`src/rtl/mem_ctrl_pkg.sv`:
```
// ============================================================================
// Module : mem_ctrl_pkg
// Brief  : Shared state encoding and latency constants for mem_access_ctrl.
// Rev    : 1.0  initial release
// ============================================================================
`default_nettype none

package mem_ctrl_pkg;

  typedef enum logic [2:0] {
    IDLE     = 3'd0,
    LOOKUP   = 3'd1,
    MEM_RD   = 3'd2,
    MEM_WAIT = 3'd3,
    FILL     = 3'd4,
    WR_THRU  = 3'd5,
    RESP     = 3'd6
  } mac_state_e;

  // Cycles from the accepting edge until resp_valid is high
  localparam int LAT_HIT   = 2;
  localparam int LAT_MISS  = 5;
  localparam int LAT_WRITE = 2;

endpackage : mem_ctrl_pkg

`default_nettype wire

```
`src/rtl/mem_ctrl_stats.sv`:
```
// ============================================================================
// Module : mem_ctrl_stats
// Brief  : Three saturating event counters (hits, misses, writes).
// Rev    : 1.0  initial release
// ============================================================================
`default_nettype none

module mem_ctrl_stats #(
  parameter int STAT_WIDTH = 16
) (
  input  logic                  clk,
  input  logic                  rst_n,
  input  logic                  inc_hit,
  input  logic                  inc_miss,
  input  logic                  inc_write,
  output logic [STAT_WIDTH-1:0] stat_hits,
  output logic [STAT_WIDTH-1:0] stat_misses,
  output logic [STAT_WIDTH-1:0] stat_writes
);

  localparam logic [STAT_WIDTH-1:0] C_ONE = {{(STAT_WIDTH-1){1'b0}}, 1'b1};

  logic [STAT_WIDTH-1:0] r_hits;
  logic [STAT_WIDTH-1:0] r_misses;
  logic [STAT_WIDTH-1:0] r_writes;

  // Counters stick at all-ones rather than wrapping
  always_ff @(posedge clk or negedge rst_n) begin
    if (!rst_n) begin
      r_hits   <= '0;
      r_misses <= '0;
      r_writes <= '0;
    end else begin
      if (inc_hit && (r_hits != '1))
        r_hits <= r_hits + C_ONE;
      if (inc_miss && (r_misses != '1))
        r_misses <= r_misses + C_ONE;
      if (inc_write && (r_writes != '1))
        r_writes <= r_writes + C_ONE;
    end
  end

  assign stat_hits   = r_hits;
  assign stat_misses = r_misses;
  assign stat_writes = r_writes;

endmodule : mem_ctrl_stats

`default_nettype wire

```
`src/rtl/mem_access_ctrl.sv`:
```
// ============================================================================
// Module : mem_access_ctrl
// Brief  : Load/store sequencer over cache + single-port sync RAM
//          (read-miss fill, write-through, write-allocate).
//          Optional: ACCESS_STATS_EN adds hit/miss/write counters.
// Rev    : 1.0  initial release
// ============================================================================
`default_nettype none

module mem_access_ctrl
  import mem_ctrl_pkg::*;
#(
  parameter int ADDR_WIDTH = 14,
  parameter int DATA_WIDTH = 16
`ifdef ACCESS_STATS_EN
  ,
  parameter int STAT_WIDTH = 16
`endif
) (
  input  logic                  clk,
  input  logic                  rst_n,
  input  logic                  req_valid,
  input  logic                  req_we,
  input  logic [ADDR_WIDTH-1:0] req_addr,
  input  logic [DATA_WIDTH-1:0] req_wdata,
  output logic                  req_ready,
  output logic                  resp_valid,
  output logic [DATA_WIDTH-1:0] resp_rdata,
  output logic [ADDR_WIDTH-1:0] cache_addr,
  output logic                  cache_oe,
  input  logic                  cache_hit,
  input  logic [DATA_WIDTH-1:0] cache_rdata,
  output logic                  cache_we,
  output logic [DATA_WIDTH-1:0] cache_wdata,
  output logic [ADDR_WIDTH-1:0] ram_addr,
  output logic                  ram_cs,
  output logic                  ram_we,
  output logic                  ram_oe,
  output logic [DATA_WIDTH-1:0] ram_wdata,
  input  logic [DATA_WIDTH-1:0] ram_rdata
`ifdef ACCESS_STATS_EN
  ,
  output logic [STAT_WIDTH-1:0] stat_hits,
  output logic [STAT_WIDTH-1:0] stat_misses,
  output logic [STAT_WIDTH-1:0] stat_writes
`endif
);

  mac_state_e r_state;
  mac_state_e w_state_next;

  logic [ADDR_WIDTH-1:0] r_addr;
  logic [DATA_WIDTH-1:0] r_data;
  logic [DATA_WIDTH-1:0] r_resp_rdata;

  logic r_req_ready, r_resp_valid;
  logic r_cache_oe, r_cache_we;
  logic r_ram_cs, r_ram_we, r_ram_oe;

  logic w_req_ready, w_resp_valid;
  logic w_cache_oe, w_cache_we;
  logic w_ram_cs, w_ram_we, w_ram_oe;

  always_ff @(posedge clk or negedge rst_n) begin
    if (!rst_n)
      r_state <= IDLE;
    else
      r_state <= w_state_next;
  end

  // Strobes are decoded from the next state and registered, so each one
  // is a clean flop output aligned with the state it belongs to.
  always_comb begin
    w_state_next = r_state;
    w_req_ready  = 1'b0;
    w_resp_valid = 1'b0;
    w_cache_oe   = 1'b0;
    w_cache_we   = 1'b0;
    w_ram_cs     = 1'b0;
    w_ram_we     = 1'b0;
    w_ram_oe     = 1'b0;

    case (r_state)
      IDLE: begin
        if (req_valid)
          w_state_next = req_we ? WR_THRU : LOOKUP;
      end
      LOOKUP: begin
        if (cache_hit)
          w_state_next = RESP;
        else
          w_state_next = MEM_RD;
      end
      MEM_RD:   w_state_next = MEM_WAIT;
      MEM_WAIT: w_state_next = FILL;
      FILL:     w_state_next = RESP;
      WR_THRU:  w_state_next = RESP;
      RESP:     w_state_next = IDLE;
      default:  w_state_next = IDLE;
    endcase

    case (w_state_next)
      IDLE:     w_req_ready  = 1'b1;
      LOOKUP:   w_cache_oe   = 1'b1;
      MEM_RD,
      MEM_WAIT: begin
        w_ram_cs = 1'b1;
        w_ram_oe = 1'b1;
      end
      FILL:     w_cache_we   = 1'b1;
      WR_THRU: begin
        w_ram_cs   = 1'b1;
        w_ram_we   = 1'b1;
        w_cache_we = 1'b1;
      end
      RESP:     w_resp_valid = 1'b1;
      default:  w_req_ready  = 1'b0;
    endcase
  end

  always_ff @(posedge clk or negedge rst_n) begin
    if (!rst_n) begin
      r_req_ready  <= 1'b1;
      r_resp_valid <= 1'b0;
      r_cache_oe   <= 1'b0;
      r_cache_we   <= 1'b0;
      r_ram_cs     <= 1'b0;
      r_ram_we     <= 1'b0;
      r_ram_oe     <= 1'b0;
    end else begin
      r_req_ready  <= w_req_ready;
      r_resp_valid <= w_resp_valid;
      r_cache_oe   <= w_cache_oe;
      r_cache_we   <= w_cache_we;
      r_ram_cs     <= w_ram_cs;
      r_ram_we     <= w_ram_we;
      r_ram_oe     <= w_ram_oe;
    end
  end

  // r_data carries store data, then hit or RAM data, to whoever needs it next
  always_ff @(posedge clk or negedge rst_n) begin
    if (!rst_n) begin
      r_addr       <= '0;
      r_data       <= '0;
      r_resp_rdata <= '0;
    end else begin
      if ((r_state == IDLE) && req_valid) begin
        r_addr <= req_addr;
        r_data <= req_wdata;
      end
      if ((r_state == LOOKUP) && cache_hit)
        r_data <= cache_rdata;
      if (r_state == MEM_WAIT)
        r_data <= ram_rdata;
      if (w_state_next == RESP)
        r_resp_rdata <= (r_state == LOOKUP) ? cache_rdata : r_data;
    end
  end

  assign req_ready   = r_req_ready;
  assign resp_valid  = r_resp_valid;
  assign resp_rdata  = r_resp_rdata;
  assign cache_addr  = r_addr;
  assign cache_oe    = r_cache_oe;
  assign cache_we    = r_cache_we;
  assign cache_wdata = r_data;
  assign ram_addr    = r_addr;
  assign ram_cs      = r_ram_cs;
  assign ram_we      = r_ram_we;
  assign ram_oe      = r_ram_oe;
  assign ram_wdata   = r_data;

`ifdef ACCESS_STATS_EN
  logic w_inc_hit, w_inc_miss, w_inc_write;

  assign w_inc_hit   = (r_state == LOOKUP) && cache_hit;
  assign w_inc_miss  = (r_state == LOOKUP) && !cache_hit;
  assign w_inc_write = (r_state == WR_THRU);

  mem_ctrl_stats #(
    .STAT_WIDTH (STAT_WIDTH)
  ) u_stats (
    .clk         (clk),
    .rst_n       (rst_n),
    .inc_hit     (w_inc_hit),
    .inc_miss    (w_inc_miss),
    .inc_write   (w_inc_write),
    .stat_hits   (stat_hits),
    .stat_misses (stat_misses),
    .stat_writes (stat_writes)
  );
`endif

endmodule : mem_access_ctrl

`default_nettype wire
```
`config.mk`:
```
export PLATFORM = sky130hd
export DESIGN_NAME = mem_access_ctrl
export DESIGN_NICKNAME = d
export VERILOG_FILES = /design/src/rtl/mem_ctrl_pkg.sv /design/src/rtl/mem_ctrl_stats.sv /design/src/rtl/mem_access_ctrl.sv
export SDC_FILE = /design/constraint.sdc
export NUM_CORES = 1
export LEC_CHECK = 0
export ABC_AREA = 1
export BUFFER_PORTS_ARGS = -buffer_cell sky130_fd_sc_hd__clkbuf_2
export CORE_UTILIZATION = 40
export DETAILED_ROUTE_END_ITERATION = 8
export PLACE_DENSITY_LB_ADDON = 0.3
export SLEW_MARGIN = 20
export SYNTH_ARGS = -nofsm -noshare
export SYNTH_HDL_FRONTEND = slang
export SYNTH_SLANG_ARGS = --single-unit
```
`constraint.sdc`:
```
create_clock -name clk -period 1.6 [get_ports clk]
set_input_delay 0.32 -clock clk [delete_from_list [all_inputs] [get_ports clk]]
set_output_delay 0.32 -clock clk [all_outputs]
set_load 0.02 [all_outputs]
```
**Word level (Yosys, flattened, before mapping)**

Cells that the tools add are included.
W data, S select, Z words.

- Eq/ne operators: 11
- Reduce and logical (&&, ||, !) cells: 9
- Mux-type cells: 15

Operator list:

| operator | number |
|---|---|
| $mux W16 | 4 |
| $eq A3 B3 Y1 const B | 5 |
| $pmux W3 S5 | 1 |
| $eq A3 B2 Y1 const B | 4 |
| $mux W3 | 3 |
| $mux W1 | 7 |
| $eq A3 B1 Y1 const B | 2 |
| $logic_not A3 Y1 | 2 |
| $reduce_or A2 Y1 | 3 |
| $reduce_bool A3 Y1 | 1 |
| $reduce_or A3 Y1 | 1 |
| $logic_and A1 B1 Y1 | 2 |

- Input port bits: 67
- Register bits: 56
- Output and inout port bits: 83
- Word-level logic and storage cells: 46

**Longest topological paths before layout**

- Depth in word-level cells: 6
- Gate-level depth with buffers: 9
- Depth with buffers taken out: 8

**Least setup slack after synthesis**

Ideal clock, no wire load.

- Path kind: register to register
- Start point: reg r_state[1]
- End point: reg r_resp_rdata[10] (netlist: resp_rdata[10])
- Setup time: 0.117 ns
- Path slack: 0.225 ns
- Data required time: 1.483 ns
- Period minus slack after synthesis: 1.375 ns
- Stages on the path, launching flop included: 8
- Path buffers: 1
- Arrival: 1.258 ns
- Path through: dfrtp_1 > nor2_4 > nand3_2 > nand3_2 > nand2_2 > buf_4 > nand2_1 > nand2_1

- Word-level cells in the longest chain between the ends: 4
- Elaborated cells on any way between the ends: 11
- Those cells by class: eq/ne: 6; mux: 3; reduce/logical: 2

RTL lines:

| item | line | text |
|---|---|---|
| start: declaration | mem_access_ctrl.sv:49 | `mac_state_e r_state;` |
| start signal: assignment | mem_access_ctrl.sv:68 | `r_state <= w_state_next;` |
| $eq A3 B3 Y1 | mem_access_ctrl.sv:83 | `case (r_state)` |
| $reduce_or A2 Y1 (no line) | n/a |  |
| $pmux W3 S5 | mem_access_ctrl.sv:83 |  |
| $eq A3 B3 Y1 | mem_access_ctrl.sv:156 | `if (w_state_next == RESP)` |
| end signal: assignment | mem_access_ctrl.sv:157 | `r_resp_rdata <= (r_state == LOOKUP) ? cache_rdata : r_data;` |
| end: declaration | mem_access_ctrl.sv:54 | `logic [DATA_WIDTH-1:0] r_resp_rdata;` |

Parallel ways exist; a longest one is shown, timed or not.
A chain may end at the register's enable or synchronous reset.

**Final worst setup path**

- Start point: reg r_state[1]
- End point: reg r_addr[9] (netlist: cache_addr[9])

- Word-level cells in the longest chain between the ends: 2

RTL lines:

| item | line | text |
|---|---|---|
| $logic_not A3 Y1 | mem_access_ctrl.sv:148 | `if ((r_state == IDLE) && req_valid) begin` |
| $logic_and A1 B1 Y1 | mem_access_ctrl.sv:148 |  |
| end signal: assignment | mem_access_ctrl.sv:149 | `r_addr <= req_addr;` |
| end: declaration | mem_access_ctrl.sv:52 | `logic [ADDR_WIDTH-1:0] r_addr;` |

Every way passes these cells.

==> key figures <==
Run status
  • Status: completed

Critical path
  • Crit end category: register
  • Crit path DAT: between 1.5 and 2 ns
  • CP max-delay cell: dfrtp_1
  • Crit Path Max Fanout: 25
  • Crit-path cells: nor2_4 > buf_4 > nand2_2 > buf_12 > mux2_2
  • Delay of the slowest critical-path stage: 0.46 ns
  • Crit Path Class: register to register
  • CP startpoint kind: register
  • Critical path required time: 1.80 ns

STA
  • Final hold vios: 0
  • Measured slew at the worst slew-check pin: around 0.28 ns
  • Max_slew headroom: 0.8119
  • Hold Slack: 0.002514 ns
  • Slew Viols, Final: 0
  • Fin crit period: 1.528 ns
  • # setup viols final: 0
  • Clock skew: 0.003163 ns
  • Period utilization: 0.9553
  • Final setup TNS: 0 ns
  • Maximum clock rate: 654.3 MHz

Yosys
  • Post-synthesis net count: ~460
  • Area share of the largest cell type after synthesis: 0.4384
  • Post-Synth Simple-Gate Area: 0.3643
  • Yosys top cell by area: dfrtp_1
  • Cells after Synth: 395
  • Syn_area_per_cell: 7.947 µm²
  • Post-Synth XOR/XNOR Area: 0
  • Synth Area in Adders: 0
  • Post-synthesis sequential area ratio: 0.4468
  • Ys Warns: 0
  • Synth Area in Compound Gates: 0.003189
  • Top post-synthesis cells by area: dfrtp_1, nand2_1, buf_4
  • Distinct cells, synth: 23
  • Mux cell area share after synthesis: 0.05022
  • Synth Cell Area: around 3100 µm²
  • Yosys reg bits: 56
  • Largest family of logic cells by synthesized area: simple AND/OR/NAND/NOR gates

Cells and area
  • Most frequent cells in the layout: clkbuf_2, nand2_1, dfrtp_1
  • Layout cells sized above 1: 0.4178
  • Commonest non-fill, non-tap cell in the layout: clkbuf_2
  • Post-layout net count: 583
  • Final std cells w/o fill: 616
  • Area Overhead vs Synth: 27.50%
  • N_diodes: 0

Detailed routing
  • DRC: 0
  • Detailed-route wire length: 8.018 mm
  • Antenna viol nets, final: 0
  • Vias after detailed routing: 2899
  • DR pass1 iterations: 4
  • Detailed router's first-iteration violation count: between 200 and 250
  • Drt via density: around 4.7
  • DR WL/cell: 13.02 µm

Clock tree
  • CTS root buf: clkbuf_8
  • Clock Tree Buf Depth: 2
  • Num CTS Buffers: 5
  • CTS Sinks: 56
  • CTS tree: yes
  • Clock-pin slew on the worst setup and hold paths: roughly 0.10 ns
  • Worst-Skew Late Latency: 0.31 ns
  • Htree depth: 2

GRT
  • Global-route usage over all layers: 0.1995
  • Antenna violations before repair: 0
  • Vias in the first global route: 2763
  • GRT overflow: 0
  • Largest net degree at the start of global routing: 57
  • First-pass GRT wire length: about 13 mm

Floorplan
  • Die X: between 90 and 100 µm
  • Die Ht: 90.59 µm
  • Starting density of the core: 0.4237
  • Cell Rows: 31
  • Die area: 8207 µm²
  • Core Box Area: between 7000 and 8000 µm²
  • # IOs: 150

Power
  • Peak supply drop: 0.0007807 V
  • Sw power: 4488 µW
  • Pleak: 0.002366 µW
  • Combinational power share: 0.603
  • Net Sw Frac: 0.4992
  • Pint: ~4500 µW
  • Seq pwr share: 0.293
  • Clock power frac: 0.104
  • PD cells: 2246 nW/µm²

Min path
  • Hold Path Class: primary input to asynchronous set/reset pin

Flow run
  • Max-cap violations: 0

Placed design
  • Placed insts: 606
  • GP Congestion: 0.8827
  • PortBufs: 149
  • Half-perimeter wire length after placement: slightly above 6 mm
## Yosys cell counts
cell / count
mux2_2: 14
nor2_4: 1
nor2_1: 6
nand2_1: 133
dfrtp_1: 55
dfstp_2: 1
buf_2: 7
clkbuf_1: 14
nand4_1: 32
o21ai_0: 1
inv_1: 19
nor3_1: 1
buf_1: 2
buf_4: 33
nand3_1: 49
clkinv_1: 2
a21oi_1: 1
inv_2: 1
nand2_2: 2
nand3b_1: 1
or2_2: 15
nand3_2: 4
or2_0: 1
## metal layers
metal,vias up,track usage,share of wire
met1,1279,0.2826,0.46
met2,111,0.3062,0.46
met3,12,0.02862,0.062
met5,-,0,0
li1,1497,-,-
met4,0,0.07930,0.021
## metrics by stage
step	total power [µW]	setup slack (ns)	instance area, µm²	util
floorplan	6629	0.2245	3139	-
global placement	7929	0.1227	3859	0.5209
detailed placement	8033	0.08187	3859	0.5209
CTS	8983	0.05889	3975	0.5366
global route	9701	-0.002934	4003	0.5403
finish	8990	0.07153	4003	0.5403
## critical path: cells and delay by family (launching register included)
family / cells / cell delay, ns
buf+inv: 2 / 0.35
flops: 1 / 0.46
mux: 1 / 0.27
simple gates: 2 / 0.33
## sequential cells by signal, summed over array words and instances, names as in the netlist
name / count
req_ready: 1
cache_we: 1
ram_cs: 1
cache_addr: 14
resp_rdata: 16
cache_wdata: 16
ram_oe: 1
resp_valid: 1
cache_oe: 1
r_state: 3
ram_we: 1
## worst paths after layout
| check | from | cells after the start | to | slack [ns] |
|---|---|---|---|---|
| setup / recovery | r_state[1]$_DFF_PN0_ | 5 | cache_addr[9]$_DFFE_PN0P_ | 0.07 |
| hold / removal | rst_n | 2 | cache_we$_DFF_PN0_ | 0.003 |
| setup reg to reg | r_state[1]$_DFF_PN0_ | 5 | cache_addr[9]$_DFFE_PN0P_ | 0.07 |
| hold reg to reg | resp_rdata[6]$_DFFE_PN0P_ | 2 | resp_rdata[6]$_DFFE_PN0P_ | 0.48 |
| max in group asynchronous | rst_n | 2 | req_ready$_DFF_PN1_ | 1.32 |
| min in group clk | req_addr[1] | 2 | cache_addr[1]$_DFFE_PN0P_ | 0.24 |
## cell type report
| type | instances | area [µm²] |
|---|---|---|
| sequential | 56 | 1403 |
| clock inverter | 3 | 47.55 |
| fill | 752 | 3406 |
| tap | 99 | 123.9 |
| inverter | 22 | 82.58 |
| timing repair buffer | 170 | 953.4 |
| multi-input combinational | 261 | 1324 |
| clock buffer | 5 | 68.82 |
## power by group through the flow
stage,clock [µW],combinational (µW),sequential (µW)
2_1_floorplan,0,3280,3350
3_3_place_gp,0,5280,2650
3_5_place_dp,0,5360,2670
4_1_cts,965,5380,2640
5_1_grt,1010,5970,2730
6_report,938,5420,2640
## repair_timing
action | in CTS | in global routing
resized for setup | 0 | 2
buffers inserted | 0 | 2
hold buffers | 0 | 0
endpoints found under the setup margin | 0 | 20
## kinds of logic after synthesis
| kind of cell | after synthesis |
|---|---|
| AOI/OAI and AO/OA | 2 |
| buffers and inverters | 78 |
| DFF | 56 |
| muxes | 14 |
| and+or+nand+nor | 245 |
No activity file was read; power rests on OpenSTA's default activity.
